**src/rtl/rv32i_multiplier_arbiter.sv**
```systemverilog
// Round-robin share of one OP_W x OP_W multiplier IP; IP sees en/operands 1 cycle after a request, requester sees result 1 cycle after IP valid.
// Backpressure: losers hold en until served; grant is held for the whole IP transaction plus one RELEASE cycle.
module rv32i_multiplier_arbiter #(
    parameter int NUM_REQ        = 2,
    parameter int OP_W           = 16,
    parameter int TIMEOUT_CYCLES = 64
) (
    input  logic                    i_clk,
    input  logic                    i_rst_n,
    input  logic [NUM_REQ-1:0]      i_req_en,
    input  logic [NUM_REQ*OP_W-1:0] i_req_operand_one,
    input  logic [NUM_REQ*OP_W-1:0] i_req_operand_two,
    output logic [NUM_REQ-1:0]      o_req_valid,
    output logic [2*OP_W-1:0]       o_req_result,
    output logic [NUM_REQ-1:0]      o_req_grant,
    output logic                    o_multiplier_en,
    output logic [OP_W-1:0]         o_multiplier_operand_one,
    output logic [OP_W-1:0]         o_multiplier_operand_two,
    input  logic                    i_multiplier_valid,
    input  logic [2*OP_W-1:0]       i_multiplier_result,
    output logic                    o_err_timeout,
    output logic                    o_err_spurious
);
    localparam int IDX_W = (NUM_REQ > 1) ? $clog2(NUM_REQ) : 1;
    localparam int SUM_W = IDX_W + 1;
    localparam int CNT_W = $clog2(TIMEOUT_CYCLES + 1);
    localparam logic [CNT_W-1:0] CNT_LAST  = CNT_W'(TIMEOUT_CYCLES - 1);
    localparam logic [SUM_W-1:0] NUM_REQ_S = SUM_W'(NUM_REQ);
    localparam logic [IDX_W-1:0] LAST_IDX  = IDX_W'(NUM_REQ - 1);

    typedef enum logic [1:0] {IDLE, BUSY, RELEASE} state_t;

    state_t             state_q, state_d;
    logic [IDX_W-1:0]   rr_ptr_q, rr_ptr_d;
    logic [IDX_W-1:0]   owner_q, owner_d;
    logic [CNT_W-1:0]   cnt_q, cnt_d;
    logic [NUM_REQ-1:0] grant_q, grant_d;
    logic [NUM_REQ-1:0] req_valid_q, req_valid_d;
    logic               mul_en_q, mul_en_d;
    logic [OP_W-1:0]    op_one_q, op_one_d;
    logic [OP_W-1:0]    op_two_q, op_two_d;
    logic [2*OP_W-1:0]  result_q, result_d;
    logic               err_timeout_q, err_timeout_d;
    logic               err_spurious_q, err_spurious_d;

    logic               win_found;
    logic [IDX_W-1:0]   win_idx;
    logic [SUM_W-1:0]   scan_idx;

    // First requester at or after rr_ptr, wrapping; the extra sum bit handles non-power-of-two NUM_REQ.
    always_comb begin
        win_found = 1'b0;
        win_idx   = '0;
        scan_idx  = '0;
        for (int i = 0; i < NUM_REQ; i++) begin
            scan_idx = {1'b0, rr_ptr_q} + SUM_W'(i);
            if (scan_idx >= NUM_REQ_S) begin
                scan_idx = scan_idx - NUM_REQ_S;
            end
            if (!win_found && i_req_en[scan_idx[IDX_W-1:0]]) begin
                win_found = 1'b1;
                win_idx   = scan_idx[IDX_W-1:0];
            end
        end
    end

    always_comb begin
        state_d        = state_q;
        rr_ptr_d       = rr_ptr_q;
        owner_d        = owner_q;
        cnt_d          = cnt_q;
        grant_d        = grant_q;
        req_valid_d    = '0;
        mul_en_d       = mul_en_q;
        op_one_d       = op_one_q;
        op_two_d       = op_two_q;
        result_d       = result_q;
        err_timeout_d  = err_timeout_q;
        err_spurious_d = err_spurious_q;

        case (state_q)
            IDLE: begin
                if (i_multiplier_valid) begin
                    err_spurious_d = 1'b1;
                end
                if (win_found) begin
                    owner_d  = win_idx;
                    grant_d  = NUM_REQ'(1) << win_idx;
                    op_one_d = i_req_operand_one[win_idx*OP_W +: OP_W];
                    op_two_d = i_req_operand_two[win_idx*OP_W +: OP_W];
                    mul_en_d = 1'b1;
                    cnt_d    = '0;
                    state_d  = BUSY;
                end
            end
            BUSY: begin
                if (i_multiplier_valid) begin
                    // An owner that abandoned keeps the IP transaction but gets no strobe.
                    result_d             = i_multiplier_result;
                    req_valid_d[owner_q] = i_req_en[owner_q];
                    mul_en_d             = 1'b0;
                    state_d              = RELEASE;
                end else if (cnt_q == CNT_LAST) begin
                    mul_en_d      = 1'b0;
                    err_timeout_d = 1'b1;
                    state_d       = RELEASE;
                end else begin
                    cnt_d = cnt_q + 1'b1;
                end
            end
            RELEASE: begin
                // Requests are not sampled here: the owner's en drop is still in flight.
                if (i_multiplier_valid) begin
                    err_spurious_d = 1'b1;
                end
                grant_d  = '0;
                rr_ptr_d = (owner_q == LAST_IDX) ? '0 : owner_q + 1'b1;
                state_d  = IDLE;
            end
            default: begin
                grant_d  = '0;
                mul_en_d = 1'b0;
                state_d  = IDLE;
            end
        endcase
    end

    always_ff @(posedge i_clk or negedge i_rst_n) begin
        if (!i_rst_n) begin
            state_q        <= IDLE;
            rr_ptr_q       <= '0;
            owner_q        <= '0;
            cnt_q          <= '0;
            grant_q        <= '0;
            req_valid_q    <= '0;
            mul_en_q       <= 1'b0;
            op_one_q       <= '0;
            op_two_q       <= '0;
            result_q       <= '0;
            err_timeout_q  <= 1'b0;
            err_spurious_q <= 1'b0;
        end else begin
            state_q        <= state_d;
            rr_ptr_q       <= rr_ptr_d;
            owner_q        <= owner_d;
            cnt_q          <= cnt_d;
            grant_q        <= grant_d;
            req_valid_q    <= req_valid_d;
            mul_en_q       <= mul_en_d;
            op_one_q       <= op_one_d;
            op_two_q       <= op_two_d;
            result_q       <= result_d;
            err_timeout_q  <= err_timeout_d;
            err_spurious_q <= err_spurious_d;
        end
    end

    assign o_req_valid              = req_valid_q;
    assign o_req_result             = result_q;
    assign o_req_grant              = grant_q;
    assign o_multiplier_en          = mul_en_q;
    assign o_multiplier_operand_one = op_one_q;
    assign o_multiplier_operand_two = op_two_q;
    assign o_err_timeout            = err_timeout_q;
    assign o_err_spurious           = err_spurious_q;

    // Invariants: single owner, strobe only to the owner, IP enabled only while BUSY.
    assert property (@(posedge i_clk) disable iff (!i_rst_n) $onehot0(grant_q));
    assert property (@(posedge i_clk) disable iff (!i_rst_n) (req_valid_q & ~grant_q) == '0);
    assert property (@(posedge i_clk) disable iff (!i_rst_n) mul_en_q |-> (state_q == BUSY));

endmodule

```
**config.mk**
```make
export PLATFORM = sky130hd
export DESIGN_NAME = rv32i_multiplier_arbiter
export DESIGN_NICKNAME = d
export VERILOG_FILES = /design/src/rtl/rv32i_multiplier_arbiter.sv
export SDC_FILE = /design/constraint.sdc
export NUM_CORES = 1
export LEC_CHECK = 0
export ABC_AREA = 1
export CAP_MARGIN = 20
export CORE_AREA = 2 2 104 106
export DETAILED_ROUTE_END_ITERATION = 8
export DIE_AREA = 0 0 106 108
export GPL_TIMING_DRIVEN = 0
export PLACE_DENSITY = 0.74
export SETUP_SLACK_MARGIN = 0.1
export SLEW_MARGIN = 25
export SYNTH_ARGS = -nofsm -noshare
export SYNTH_HDL_FRONTEND = slang
export SYNTH_SLANG_ARGS = --single-unit
```
**constraint.sdc**
```tcl
create_clock -name i_clk -period 1.16 [get_ports i_clk]
set_input_delay 0.348 -clock i_clk [delete_from_list [all_inputs] [get_ports i_clk]]
set_output_delay 0.348 -clock i_clk [all_outputs]
set_load 0.1 [all_outputs]
```
-- After elaboration in Yosys (flattened, before gate mapping)
Index checks and enable logic that the tools add are counted.
- mux-type cells: 31
- magnitude comparators: 6
- bitwise operators: 4
- shift operators: 3
- add/sub/neg operators: 5
- reductions and logical operators: 14
- equal/unequal tests: 7
- operators with widths (cell ; number):
    $shiftx 32x6->16 ; 2
    $mux 7 ; 3
    $mux 1 ; 17
    $pmux 7 s2 ; 1
    $mux 2 ; 6
    $reduce_and 2->1 ; 5
    $pmux 2 s2 ; 2
    $add 7x1->7 const B ; 1
    $eq 7x6->1 const B ; 1
    $lt 1x2->1 const B ; 3
    $ne 2x2->1 const B ; 3
    $reduce_and 3->1 ; 2
    $reduce_and 4->1 ; 1
    $ne 3x3->1 const B ; 1
    $not 1->1 ; 3
    $pmux 1 s3 ; 1
    $add 1x1->2 const B ; 1
    $and 2x2->2 ; 1
    $eq 2x1->1 const B ; 1
    $eq 2x2->1 const B ; 1
    $ge 1x2->1 const B ; 1
    $ge 2x2->1 const B ; 1
    $logic_and 1x1->1 ; 2
    $logic_not 2->1 ; 1
    other kinds (8) ; 9
- input port bits: 101
- logic and storage cells: 82
- output and inout bits: 71
- register bits: 82

-- Depth between registers and ports, before layout
- word-level depth: 11
- mapped depth: 9
- gate-level depth less buffers: 9

-- Worst setup path after synthesis
OpenSTA, ideal clock, no wires.
- path type: register to register
- from: register cnt_q[0]
- to: register cnt_q[5]
- arrival: 1.156 ns
- period minus slack after synthesis: 1.277 ns
- required time: 1.039 ns
- buffers on the path: 0
- slack: -0.117 ns
- library setup time: 0.121 ns
- cell stages (with the launch flop): 9
- path through: dfrtp_1 > ha_1 > nand2_1 > nor2_2 > nand2_1 > nand2_2 > nand2_2 > inv_4 > o21ai_1
- cells in the longest elaborated chain, start to end: 4
- elaborated cells between the ends (all ways): 7
- ends and longest elaborated chain (item ; RTL line ; source):
    start: declaration ; 36 ; logic [CNT_W-1:0] cnt_q, cnt_d;
    start signal: assignment ; 146 ; cnt_q <= cnt_d;
    $add 7x1->7 ; 108 ; cnt_d = cnt_q + 1'b1;
    $mux 7 ; 103 ; end else if (cnt_q == CNT_LAST) begin
    $mux 7 ; 97 ; if (i_multiplier_valid) begin
    $pmux 7 s2 ; 81 ; case (state_q)
Several ways; a longest one is shown, not always the timed one. The select of a mux whose other input is x is not followed.
A chain may end at the register's enable or synchronous reset.

-- Worst setup path after layout
- from: register state_q[1]
- to: register result_q[13], in the netlist o_req_result[13]
- cells in the longest elaborated chain, start to end: 2
- ends and longest elaborated chain (item ; RTL line ; source):
    start: declaration ; 33 ; state_t state_q, state_d;
    start signal: assignment ; 143 ; state_q <= state_d;
    $eq 2x1->1 ; 81 ;
    $reduce_and 2->1 (no line) ; - ;
    end signal: assignment ; 152 ; result_q <= result_d;
    end: declaration ; 42 ; logic [2*OP_W-1:0] result_q, result_d;
Every way passes these cells.

==> impl_metrics.csv <==
group,metric,value,unit
placed_design,placed_cell_area,5950,um2
timing,fin_skew,0.0117,ns
die,fp.dieArea,11400,um2
critical_path,crit_path_max_fanout,5,
global_route,grt_overflow,0,
run_status,violations,"hold timing, setup timing",
synthesis,yosysMostFrequentCell,"dfrtp_1",
clocking,htree_levels,3,
clocking,clockRootBuffer,"clkbuf_8",
final_layout,drive_above_1_share,0.613,
synthesis,ys_warn_count,0,
synthesis,synthCells,345,
placed_design,gp_congestion,0.772,
final_layout,syn2layout_area_growth,112,%
synthesis,syn_nets,447,
routing,wire_per_inst,18.8,um
die,initial_core_util,0.363,
synthesis,yosys_most_used_dff,"dfrtp_1",
timing,relSlewSlack,0.650,
die,dieWidth,106,um
routing,via_count,3638,
critical_path,path_class,"reg -> reg",
timing,rsz0062_at_grt,"true",
routing,drt_iter0_drc,172,
global_route,grt_max_degree,47,
die,design.core.area,10200,um2
hold_path,hold_path_class,"in -> async",
timing,fin_ws,-0.230,ns
timing,slew_violations,0,
synthesis,ys_types,31,
timing,max_freq,720,MHz
timing,finalHoldViolations,36,
timing,hold_slack,-0.0512,ns
synthesis,syn_avg_cell_area,10.8,um2
synthesis,synthTopCellsByCount,"dfrtp_1, nand3_1, nand2_1",
synthesis,yosysTopAreaCellShare,0.552,
synthesis,synth.cell_area,3710,um2
synthesis,yosysSeqAreaShare,0.552,
die,die_h,108,um
critical_path,arrival,1.63,ns
routing,drtAntennaViolNets,0,
critical_path,crit_path_top_delay_cell,"dfrtp_2",
routing,totalWireLength,13600,um
routing,avgViaCountPerCell,5.04,
synthesis,synth-seq-cells,82,
timing,fin_crit,1.39,ns
clocking,cts_buffers,9,
critical_path,ff2ff_path_depth,6,
timing,worstMarginPinSlew,0.524,ns
final_layout,post-route-cell-area,7890,um2
critical_path,cp_cell_sequence,"inv_2, nand2_4, inv_8, nand2_8, clkbuf_16, mux2_4",
critical_path,cp.required,1.40,ns
clocking,clk_pin_slew,0.09,ns
die,core.rowCount,37,
timing,fin_tns_setup,-23.54,ns
synthesis,synth_top_area_cell,"dfrtp_1",
clocking,tritoncts,"done",
timing,setup_viol,151,
synthesis,synthTopCellsByArea,"dfrtp_1, mux2_4, nand3_1, nand2_1, nand4_1",
die,io_pins,172,
global_route,antenna_found_initial,0,
routing,drc_errors,0,
critical_path,cp-start-kind,"flip-flop",
final_layout,insertedDiodeCount,0,
timing,fin_crit_sh,1.20,
routing,drtPass1Iterations,4,
synthesis,synth_edf_count,0,
placed_design,port-buffer-count,170,
critical_path,endpoint_kind,"flip-flop",
placed_design,hpwl,8070,um
clocking,clockBufferDepth,2,
global_route,grt_pass1_wl,19500,um
run_status,status,"finished, violations left",
synthesis,synthArstFlopShare,1.00,
critical_path,critPathMaxStageDelay,0.44,ns
global_route,grt_pass1_vias,3790,
run,maxCapViolations,0,
clocking,cts.sinks,82,
global_route,track_usage,0.218,
clocking,clk_latency,0.36,ns
final_layout,nets,683,
-- worst paths after layout --
| kind | start | end | slack (ns) |
|---|---|---|---|
| max | state_q[1]$_DFFE_PN0P_ | o_req_result[13]$_DFFE_PN0P_ | -0.23 |
| min | i_rst_n | o_req_result[20]$_DFFE_PN0P_ | -0.05 |
| max reg2reg | state_q[1]$_DFFE_PN0P_ | o_req_result[13]$_DFFE_PN0P_ | -0.23 |
| min reg2reg | owner_q$_DFFE_PN0P_ | rr_ptr_q$_DFFE_PN0P_ | 0.49 |
| max in group asynchronous | i_rst_n | o_multiplier_operand_two[2]$_DFFE_PN0P_ | 0.58 |
| min in group i_clk | i_req_en[1] | o_req_valid[1]$_DFF_PN0_ | 0.27 |
-- stage by stage --
stage | instances | worst slack, ns | utilization
final | 722 | -0.230 | 0.771
after global placement | 651 | -3.57 | 0.579
after global routing | 722 | -0.283 | 0.771
after floorplan | 345 | -0.112 | -
after CTS | 706 | -0.203 | 0.705
after detailed placement | 652 | -0.687 | 0.581
-- registers in the layout (all words and copies together), names as in the netlist --
register / flops
o_req_result: 32
o_multiplier_operand_one: 16
o_multiplier_operand_two: 16
cnt_q: 7
o_req_grant: 2
o_req_valid: 2
state_q: 2
o_err_spurious: 1
o_err_timeout: 1
o_multiplier_en: 1
owner_q: 1
rr_ptr_q: 1
-- what timing repair did --
action / in CTS / in global routing
hold endpoints to repair: 36 / 5
setup buffers: 32 / 13
pin swaps: 22 / 14
gates resized for setup: 621 / 117
endpoints found under the setup margin: 151 / 151
cloned: 7 / 5
-- cells in the final DEF, fill, tap and decap left out, types with 5 or more instances in the layout --
master / synthesis / final
mux2_4: 28 / 32
clkdlybuf4s50_1: 0 / 96
nand2_4: 1 / 7
buf_6: 0 / 25
nand2_1: 60 / 53
nand3_1: 70 / 8
dfrtp_1: 82 / 9
buf_8: 1 / 6
clkbuf_8: 0 / 11
clkbuf_16: 0 / 5
buf_12: 2 / 73
o21ai_1: 6 / 5
nand3_4: 0 / 9
nand3_2: 0 / 53
nand4_1: 33 / 33
buf_4: 3 / 27
inv_1: 11 / 8
dfrtp_2: 0 / 73
nor2_1: 6 / 5
-- metal layers --
| layer | vias to the layer above | part of all wire | global-route usage |
|---|---|---|---|
| met5 | - | 0 | 0 |
| met2 | 154 | 0.52 | 0.374 |
| met4 | 0 | 0.017 | 0.0705 |
| met1 | 1793 | 0.39 | 0.265 |
| li1 | 1674 | - | - |
| met3 | 17 | 0.075 | 0.0621 |
-- cells by family (layout without fill, tap and decap cells) --
kind of cell / count (synthesis) / count (layout) / share of synthesized area
xor+xnor: 1 / 1 / 0.00236
fa+ha+maj: 1 / 1 / 0.00337
flops: 82 / 82 / 0.552
mux: 32 / 32 / 0.125
compound gates: 11 / 11 / 0.0165
simple gates: 182 / 184 / 0.245
buf+inv: 36 / 275 / 0.0549
-- critical path: cells and delay by family, from the launching register on --
family                 cells  cell delay [ns]
DFF                        1             0.44
and+or+nand+nor            2             0.17
muxes                      1             0.30
buffers and inverters      3             0.35
-- layout make-up --
| type | instances | area (um2) |
|---|---|---|
| flip-flops and latches | 82 | 2140 |
| fillers | 599 | 2340 |
| clock inverters | 6 | 90.1 |
| well taps | 136 | 170 |
| inverters | 14 | 77.6 |
| repair buffers | 223 | 2970 |
| clock buffers | 10 | 138 |
| multi-input cells | 229 | 2000 |
| plain buffers | 21 | 299 |
| repair inverters | 1 | 7.51 |
Power is not shown: default switching activity piles up to over one toggle a cycle in this logic, so the estimate is an artifact.
